File: config.mk
export PLATFORM = sky130hd
export DESIGN_NAME = csr_timer_intc_flat
export DESIGN_NICKNAME = d
export VERILOG_FILES = /design/src/rtl/csr_defs.sv /design/src/rtl/csr_timer_intc_if.sv /design/src/rtl/csr_timer_intc_sync_ff.sv /design/src/rtl/csr_timer_intc.sv /design/src/flat_wrapper.sv
export SDC_FILE = /design/constraint.sdc
export NUM_CORES = 1
export LEC_CHECK = 0
export BUFFER_PORTS_ARGS = -buffer_cell sky130_fd_sc_hd__buf_2
export CORE_MARGIN = 8
export CORE_UTILIZATION = 50
export CTS_BUF_LIST = sky130_fd_sc_hd__clkbuf_4 sky130_fd_sc_hd__clkbuf_8
export DETAILED_ROUTE_END_ITERATION = 8
export GPL_TIMING_DRIVEN = 0
export HOLD_SLACK_MARGIN = 0.05
export PLACE_DENSITY_LB_ADDON = 0.08
export SLEW_MARGIN = 10
export SYNTH_ARGS = -nofsm -noshare
export SYNTH_HDL_FRONTEND = slang
export SYNTH_SLANG_ARGS = --single-unit
File: constraint.sdc
create_clock -name clk -period 2.8 [get_ports clk]
set_input_delay 0.14 -clock clk [delete_from_list [all_inputs] [get_ports clk]]
set_output_delay 0.14 -clock clk [all_outputs]
set_load 0.02 [all_outputs]
File: src/rtl/csr_defs.sv
`default_nettype none
// ============================================================================
// Module      : csr_defs (package)
// Description : Shared CSR numbers, field positions, exception codes, timer
//               state encoding and the masked-write helper used by the timer
//               and interrupt controller.
// Ports       : none (package)
// Revision    : 1.0 - initial release
// ============================================================================
package csr_defs;

    // CSR numbers owned by the timer / interrupt controller
    localparam logic [13:0] CSR_ECFG  = 14'h004;
    localparam logic [13:0] CSR_ESTAT = 14'h005;
    localparam logic [13:0] CSR_TCFG  = 14'h041;
    localparam logic [13:0] CSR_TVAL  = 14'h042;
    localparam logic [13:0] CSR_TICLR = 14'h044;

    // Field bit positions
    localparam int TCFG_EN     = 0;
    localparam int TCFG_PERIOD = 1;
    localparam int IS_TI       = 11;
    localparam int IS_IPI      = 12;
    localparam int IS_HWI_LO   = 2;
    localparam int IS_W        = 13;

    // LIE bit 10 has no interrupt source behind it and always reads 0
    localparam logic [IS_W-1:0] LIE_WMASK = 13'h1BFF;

    // Exception codes
    localparam logic [5:0] ECODE_INT  = 6'h00;
    localparam logic [5:0] ECODE_ADEF = 6'h08;
    localparam logic [5:0] ECODE_ALE  = 6'h09;
    localparam logic [5:0] ECODE_SYS  = 6'h0b;
    localparam logic [5:0] ECODE_BRK  = 6'h0c;
    localparam logic [5:0] ECODE_INE  = 6'h0d;

    // Timer state encoding
    typedef enum logic [0:0] {
        TMR_IDLE = 1'b0,
        TMR_RUN  = 1'b1
    } tmr_state_t;

    // Bitwise masked update: masked bits take the write data, others hold
    function automatic logic [31:0] mask_merge(
        input logic [31:0] old_val,
        input logic [31:0] wmask,
        input logic [31:0] wvalue
    );
        return (old_val & ~wmask) | (wvalue & wmask);
    endfunction

endpackage
`default_nettype wire

File: src/rtl/csr_timer_intc_if.sv
`default_nettype none
// ============================================================================
// Module      : csr_timer_intc_if
// Description : CSR write/read bus between the writeback stage / CSR file
//               (master) and the timer-interrupt controller (slave).
// Signals     : csr_num/csr_we/csr_wmask/csr_wvalue - write port
//               csr_rnum -> csr_rhit/csr_rvalue      - combinational read port
// Revision    : 1.0 - initial release
// ============================================================================
interface csr_timer_intc_if;
    logic [13:0] csr_num;
    logic        csr_we;
    logic [31:0] csr_wmask;
    logic [31:0] csr_wvalue;
    logic [13:0] csr_rnum;
    logic        csr_rhit;
    logic [31:0] csr_rvalue;

    modport master (
        output csr_num, csr_we, csr_wmask, csr_wvalue, csr_rnum,
        input  csr_rhit, csr_rvalue
    );

    modport slave (
        input  csr_num, csr_we, csr_wmask, csr_wvalue, csr_rnum,
        output csr_rhit, csr_rvalue
    );
endinterface
`default_nettype wire

File: src/rtl/csr_timer_intc_sync_ff.sv
`default_nettype none
// ============================================================================
// Module      : sync_ff
// Description : Multi-flop synchronizer for asynchronous level inputs.
// Ports       : clk, resetn (async active-low), d [WIDTH] in, q [WIDTH] out
// Revision    : 1.0 - initial release
// ============================================================================
module sync_ff #(
    parameter int WIDTH = 8,
    parameter int DEPTH = 2
) (
    input  wire logic             clk,
    input  wire logic             resetn,
    input  wire logic [WIDTH-1:0] d,
    output logic      [WIDTH-1:0] q
);

    // Stage 0 is the metastability-exposed flop; stage DEPTH-1 feeds q
    logic [DEPTH-1:0][WIDTH-1:0] r_stage;

    always_ff @(posedge clk or negedge resetn) begin
        if (!resetn) begin
            r_stage <= '0;
        end else begin
            r_stage <= {r_stage[DEPTH-2:0], d};
        end
    end

    assign q = r_stage[DEPTH-1];

endmodule
`default_nettype wire

File: src/rtl/csr_timer_intc.sv
`default_nettype none
// ============================================================================
// Module      : csr_timer_intc
// Description : Stable timer (TCFG/TVAL/TICLR) and interrupt controller
//               (ECFG.LIE, ESTAT.IS) sharing the CSR write port with WB.
//               Drives a registered interrupt request to the decode stage.
// Ports       : clk, resetn        - clock, async active-low reset
//               csr (slave)        - CSR write / combinational read bus
//               crmd_ie            - global interrupt enable
//               hwi[7:0]           - asynchronous hardware interrupt lines
//               ipi                - inter-processor interrupt (sync level)
//               has_int            - registered interrupt request
// Revision    : 1.0 - initial release
// ============================================================================
module csr_timer_intc
    import csr_defs::*;
#(
    parameter int TIMER_W     = 32,
    parameter int SYNC_STAGES = 2
) (
    input  wire logic         clk,
    input  wire logic         resetn,
    csr_timer_intc_if.slave   csr,
    input  wire logic         crmd_ie,
    input  wire logic [7:0]   hwi,
    input  wire logic         ipi,
    output logic              has_int
);

    // ------------------------------------------------------------------
    // Write decode
    // ------------------------------------------------------------------
    logic w_we_ecfg;
    logic w_we_estat;
    logic w_we_tcfg;
    logic w_ticlr_hit;

    assign w_we_ecfg   = csr.csr_we && (csr.csr_num == CSR_ECFG);
    assign w_we_estat  = csr.csr_we && (csr.csr_num == CSR_ESTAT);
    assign w_we_tcfg   = csr.csr_we && (csr.csr_num == CSR_TCFG);
    assign w_ticlr_hit = csr.csr_we && (csr.csr_num == CSR_TICLR)
                         && csr.csr_wvalue[0] && csr.csr_wmask[0];

    // ------------------------------------------------------------------
    // Timer
    // ------------------------------------------------------------------
    logic [TIMER_W-1:0] r_tcfg;
    logic [TIMER_W-1:0] r_tval;
    tmr_state_t         r_state;

    logic [31:0]        w_tcfg_merged;
    logic [TIMER_W-1:0] w_tcfg_new;
    logic [TIMER_W-1:0] w_reload_new;
    logic [TIMER_W-1:0] w_reload;
    logic               w_expire;

    assign w_tcfg_merged = mask_merge(32'(r_tcfg), csr.csr_wmask, csr.csr_wvalue);
    assign w_tcfg_new    = w_tcfg_merged[TIMER_W-1:0];
    assign w_reload_new  = {w_tcfg_new[TIMER_W-1:2], 2'b00};
    assign w_reload      = {r_tcfg[TIMER_W-1:2], 2'b00};

    // Expiry is the cycle spent at zero while running; TI sets on the
    // following edge regardless of any concurrent TCFG write.
    assign w_expire = (r_state == TMR_RUN) && (r_tval == '0);

    always_ff @(posedge clk or negedge resetn) begin
        if (!resetn) begin
            r_tcfg  <= '0;
            r_tval  <= '0;
            r_state <= TMR_IDLE;
        end else if (w_we_tcfg) begin
            // A software write overrides decrement, reload and stop
            r_tcfg <= w_tcfg_new;
            if (w_tcfg_new[TCFG_EN]) begin
                r_tval  <= w_reload_new;
                r_state <= TMR_RUN;
            end else begin
                r_state <= TMR_IDLE;
            end
        end else if (r_state == TMR_RUN) begin
            if (r_tval != '0) begin
                r_tval <= r_tval - TIMER_W'(1);
            end else if (r_tcfg[TCFG_PERIOD]) begin
                r_tval <= w_reload;
            end else begin
                r_tcfg[TCFG_EN] <= 1'b0;
                r_state         <= TMR_IDLE;
            end
        end
    end

    // ------------------------------------------------------------------
    // Interrupt status sources
    // ------------------------------------------------------------------
    logic            r_ti;
    logic            r_ipi;
    logic [1:0]      r_sw_is;
    logic [IS_W-1:0] r_lie;
    logic [7:0]      w_hwi_sync;
    logic [IS_W-1:0] w_is;
    logic [1:0]      w_sw_is_new;
    logic [IS_W-1:0] w_lie_new;

    sync_ff #(
        .WIDTH (8),
        .DEPTH (SYNC_STAGES)
    ) u_hwi_sync (
        .clk    (clk),
        .resetn (resetn),
        .d      (hwi),
        .q      (w_hwi_sync)
    );

    assign w_sw_is_new = (r_sw_is & ~csr.csr_wmask[1:0])
                       | (csr.csr_wvalue[1:0] & csr.csr_wmask[1:0]);
    assign w_lie_new   = ((r_lie & ~csr.csr_wmask[IS_W-1:0])
                       | (csr.csr_wvalue[IS_W-1:0] & csr.csr_wmask[IS_W-1:0]))
                       & LIE_WMASK;

    // IS layout: [12]=IPI [11]=TI [10]=0 [9:2]=HWI [1:0]=SWI
    assign w_is = {r_ipi, r_ti, 1'b0, w_hwi_sync, r_sw_is};

    always_ff @(posedge clk or negedge resetn) begin
        if (!resetn) begin
            r_ti    <= 1'b0;
            r_ipi   <= 1'b0;
            r_sw_is <= '0;
            r_lie   <= '0;
            has_int <= 1'b0;
        end else begin
            // Set has priority over a coincident TICLR clear
            if (w_expire) begin
                r_ti <= 1'b1;
            end else if (w_ticlr_hit) begin
                r_ti <= 1'b0;
            end
            r_ipi <= ipi;
            if (w_we_estat) begin
                r_sw_is <= w_sw_is_new;
            end
            if (w_we_ecfg) begin
                r_lie <= w_lie_new;
            end
            has_int <= crmd_ie & (|(w_is & r_lie));
        end
    end

    // ------------------------------------------------------------------
    // Combinational read port (returns pre-write values)
    // ------------------------------------------------------------------
    always_comb begin
        csr.csr_rhit   = 1'b0;
        csr.csr_rvalue = '0;
        case (csr.csr_rnum)
            CSR_ECFG: begin
                csr.csr_rhit   = 1'b1;
                csr.csr_rvalue = 32'(r_lie);
            end
            CSR_ESTAT: begin
                csr.csr_rhit   = 1'b1;
                csr.csr_rvalue = 32'(w_is);
            end
            CSR_TCFG: begin
                csr.csr_rhit   = 1'b1;
                csr.csr_rvalue = 32'(r_tcfg);
            end
            CSR_TVAL: begin
                csr.csr_rhit   = 1'b1;
                csr.csr_rvalue = 32'(r_tval);
            end
            CSR_TICLR: begin
                csr.csr_rhit   = 1'b1;
            end
            default: begin
                csr.csr_rhit   = 1'b0;
            end
        endcase
    end

endmodule
`default_nettype wire
File: src/flat_wrapper.sv
// flat-port wrapper written by rule: the top's interface ports become plain ports
module csr_timer_intc_flat import csr_defs::*;
#(
    parameter int TIMER_W     = 32,
    parameter int SYNC_STAGES = 2
)
  (clk, resetn, crmd_ie, hwi, ipi, has_int, csr_csr_num, csr_csr_we, csr_csr_wmask, csr_csr_wvalue, csr_csr_rnum, csr_csr_rhit, csr_csr_rvalue);
  csr_timer_intc_if csr_i ();
  input  wire logic clk;
  input  wire logic resetn;
  input  wire logic crmd_ie;
  input  wire logic [7:0] hwi;
  input  wire logic ipi;
  output logic has_int;
  input wire logic [$bits(csr_i.csr_num)-1:0] csr_csr_num;
  input wire logic [$bits(csr_i.csr_we)-1:0] csr_csr_we;
  input wire logic [$bits(csr_i.csr_wmask)-1:0] csr_csr_wmask;
  input wire logic [$bits(csr_i.csr_wvalue)-1:0] csr_csr_wvalue;
  input wire logic [$bits(csr_i.csr_rnum)-1:0] csr_csr_rnum;
  output wire logic [$bits(csr_i.csr_rhit)-1:0] csr_csr_rhit;
  output wire logic [$bits(csr_i.csr_rvalue)-1:0] csr_csr_rvalue;
  assign csr_i.csr_num = csr_csr_num;
  assign csr_i.csr_we = csr_csr_we;
  assign csr_i.csr_wmask = csr_csr_wmask;
  assign csr_i.csr_wvalue = csr_csr_wvalue;
  assign csr_i.csr_rnum = csr_csr_rnum;
  assign csr_csr_rhit = csr_i.csr_rhit;
  assign csr_csr_rvalue = csr_i.csr_rvalue;
  csr_timer_intc #(.TIMER_W(TIMER_W), .SYNC_STAGES(SYNC_STAGES)) u_core (.clk(clk), .resetn(resetn), .csr(csr_i), .crmd_ie(crmd_ie), .hwi(hwi), .ipi(ipi), .has_int(has_int));
endmodule
==> impl_metrics.ini <==
[cells_and_area]
utilization = 0.649
fin_nets = 925
synthToLayoutAreaGrowth_pct = 28.6
antennaDiodeCount = 0
final_cells = 966
drive_gt1_frac = 0.286

[synth]
synth_area_per_cell_sq_um = 9.16
synth_xor_area_frac = 0.00616
synthTopCellsByCount = nand2_1 (103), dfrtp_1 (98), nor2_1 (58), mux2_2 (43), o21ai_0 (35)
yosys.area.top_type_share = 0.431
synth_compound_area_frac = 0.208
yosys_warnings = 0
netlist_area_sq_um = 5690
synth_mux_area_frac = 0.0904
synth_top_family_by_area = simple AND/OR/NAND/NOR gates
synth_top_area_cell = dfrtp_1
synth-seq-cells = 98
yosys.area_share.simple = 0.227
syn_nets = 728
syn_inst = 621
synth_fa_ha_area_frac = 0.00440
synth_most_common_cell = nand2_1
yosysUniqueCellTypes = 65
synth_seq_area_share = 0.431
synth_enable_flop_cells = 0
synthFlopType = dfrtp_1
async_flop_share = 1.00
synthTopCellsByArea = dfrtp_1 (43%), mux2_2 (8.5%), nand2_1 (6.8%)

[die]
die_height_microns = 123
die_x_microns = 123
io-pin-count = 139
die-area_sq_um = 15000
core-area_sq_um = 11300
initial_utilization = 0.505
std_cell_rows = 39

[worst_setup_path]
worstPathRequired_ns = 3.09
worstPathCellList = inv_1 > ha_1 > nor4b_2 > and4_1 > buf_1 > nand4_1 > o311a_1 > o22a_1
cp-end-kind = register
worst-setup-path-type = register to register
arrival_ns = 2.90
critical_path.max_fanout = 7
critPathMaxStageDelay_ns = 0.50
cp_slowest_cell = dfrtp_1
worstSetupStartpointType = register

[power]
p_int_mw = 2.07
power.switching_mw = 0.640
p_seq_frac = 0.530
sw_frac_of_total = 0.236
power.total_mw = 2.71
power_density_nw_per_um2 = 371
ir_drop_mv = 0.304
leakagePower_nw = 3.41
p_clk_frac = 0.394
combinationalPowerShare = 0.076

[route]
drtIter0Drc = 713
vias = 6005
wl_mm = 20.7
via_per_inst = 6.22
wire_per_inst_microns = 21.4
postRouteAntennaNets = 0
drc_errors = 0
drt-pass1-iter-count = 6

[global_route]
grt_pass1_wl_mm = 31.9
grt_max_degree = 60
grt_pass1_vias = 5913
grt_overflow = 0
grt.total_usage = 0.278
antenna_found_initial = 0

[sta]
slew_violations = 0
whs_ns = 0.0836
finalHoldViolations = 0
slew_headroom = 0.422
rsz0062_at_grt = false
fin_skew_ns = 0.0101
setup_viol = 0
final.min_clock_period_ns = 2.61
worstMarginPinSlew_ns = 0.867
setup_tns_ns = 0
clock.fmax_mhz = 383
fin_crit_sh = 0.932

[clocking]
cts_sinks = 98
cts_root_buf = clkbuf_8
cts_tree = yes
worst_skew_pair.late_latency_ns = 0.39
cts_buffer_depth = 2
cts_buffers = 9
path_clk_slew_ns = 0.10
cts.htree.levels = 3

[job]
cap_viol_max_count = 0

[run_status]
status = completed

[placement]
portBuffers = 138
gp_congestion = 0.924
placed_cells = 903
hpwl_mm = 14.9

[worst_hold_path]
hp-class = input pin to register
## critical path, delay by kind of cell, from the launching register on
kind                     cells  cell delay (ns)
AND/OR/NAND/NOR              3             0.79
flip-flops                   1             0.50
AO/OA/AOI/OAI                2             0.50
buffers and inverters        2             0.46
adder cells (fa/ha/maj)      1             0.25
## power by group through the flow
stage | sequential, mW | combinational (mW) | clock, mW
6_report | 1.44 | 0.206 | 1.07
2_1_floorplan | 1.46 | 0.0266 | 0
5_1_grt | 1.44 | 0.228 | 1.13
3_3_place_gp | 1.46 | 0.149 | 0
3_5_place_dp | 1.46 | 0.159 | 0
4_1_cts | 1.44 | 0.206 | 1.07
## metrics by stage
stage | area (sq um) | setup WS [ns]
floorplan | 5690 | 0.649
global placement | 6560 | -0.290
detailed placement | 6590 | -0.345
CTS | 7270 | 0.0657
global route | 7320 | 0.00458
finish | 7320 | 0.189
## per-layer routing
| layer | wire, microns | vias up | GRT usage |
|---|---|---|---|
| li1 | - | 2723 | - |
| met1 | 8760 | 2924 | 0.374 |
| met2 | 9190 | 325 | 0.422 |
| met3 | 2230 | 33 | 0.0699 |
| met4 | 495 | 0 | 0.110 |
| met5 | 0 | - | 0 |
## layout make-up
type / instances / area [sq um]
Inverter: 15 / 56.3
Tap cell: 143 / 179
Buffer: 31 / 136
Timing Repair Buffer: 186 / 1180
Clock inverter: 5 / 85.1
Sequential cell: 98 / 2450
Multi-Input combinational cell: 477 / 3090
Clock buffer: 11 / 139
Fill cell: 980 / 3960
## placed cells by master (no fill, tap or decap), drive strengths merged, types with 7 or more instances in the layout
| cell type | n |
|---|---|
| a21oi | 31 |
| a222oi | 12 |
| a22o | 24 |
| a31oi | 13 |
| buf | 153 |
| clkbuf | 32 |
| dfrtp | 98 |
| dlygate4sd3 | 43 |
| inv | 17 |
| mux2 | 43 |
| nand2 | 104 |
| nand2b | 7 |
| nand3 | 12 |
| nand4 | 10 |
| nor2 | 58 |
| nor3 | 11 |
| nor3b | 9 |
| nor4 | 13 |
| o21ai | 45 |
| o221ai | 7 |
| o31ai | 7 |
## logic make-up (layout without fill, tap and decap cells)
logic type / Yosys count / after routing
AO/OA/AOI/OAI: 172 / 172
XOR/XNOR: 4 / 4
adder cells (fa/ha/maj): 2 / 2
buffers and inverters: 46 / 248
flip-flops: 98 / 98
multiplexers: 46 / 46
AND/OR/NAND/NOR: 253 / 253
## what timing repair did
item,in CTS,in global routing
gates resized for setup,4,8
setup buffers,1,3
hold endpoints to repair,92,0
setup endpoints to repair,22,37
pin swaps,1,2
hold buffers,43,0
## path summary, 6_finish.rpt
| path | from | endpoint | slack, ns | depth (start not counted) |
|---|---|---|---|---|
| setup / recovery | u_core.r_tval[0] | u_core.r_tval[26] | 0.19 | 8 |
| min in group asynchronous | resetn | u_core.u_hwi_sync.r_stage[2] | 0.27 | 2 |
| hold / removal | csr_csr_wmask[17] | u_core.r_tcfg[17] | 0.08 | 3 |
| hold reg to reg | u_core.u_hwi_sync.r_stage[3] | u_core.u_hwi_sync.q[3] | 0.36 | 0 |
| max in group asynchronous | resetn | u_core.r_tcfg[15] | 1.83 | 3 |
| setup reg to reg | u_core.r_tval[0] | u_core.r_tval[26] | 0.19 | 8 |
Power figures use the tool's default switching activity.
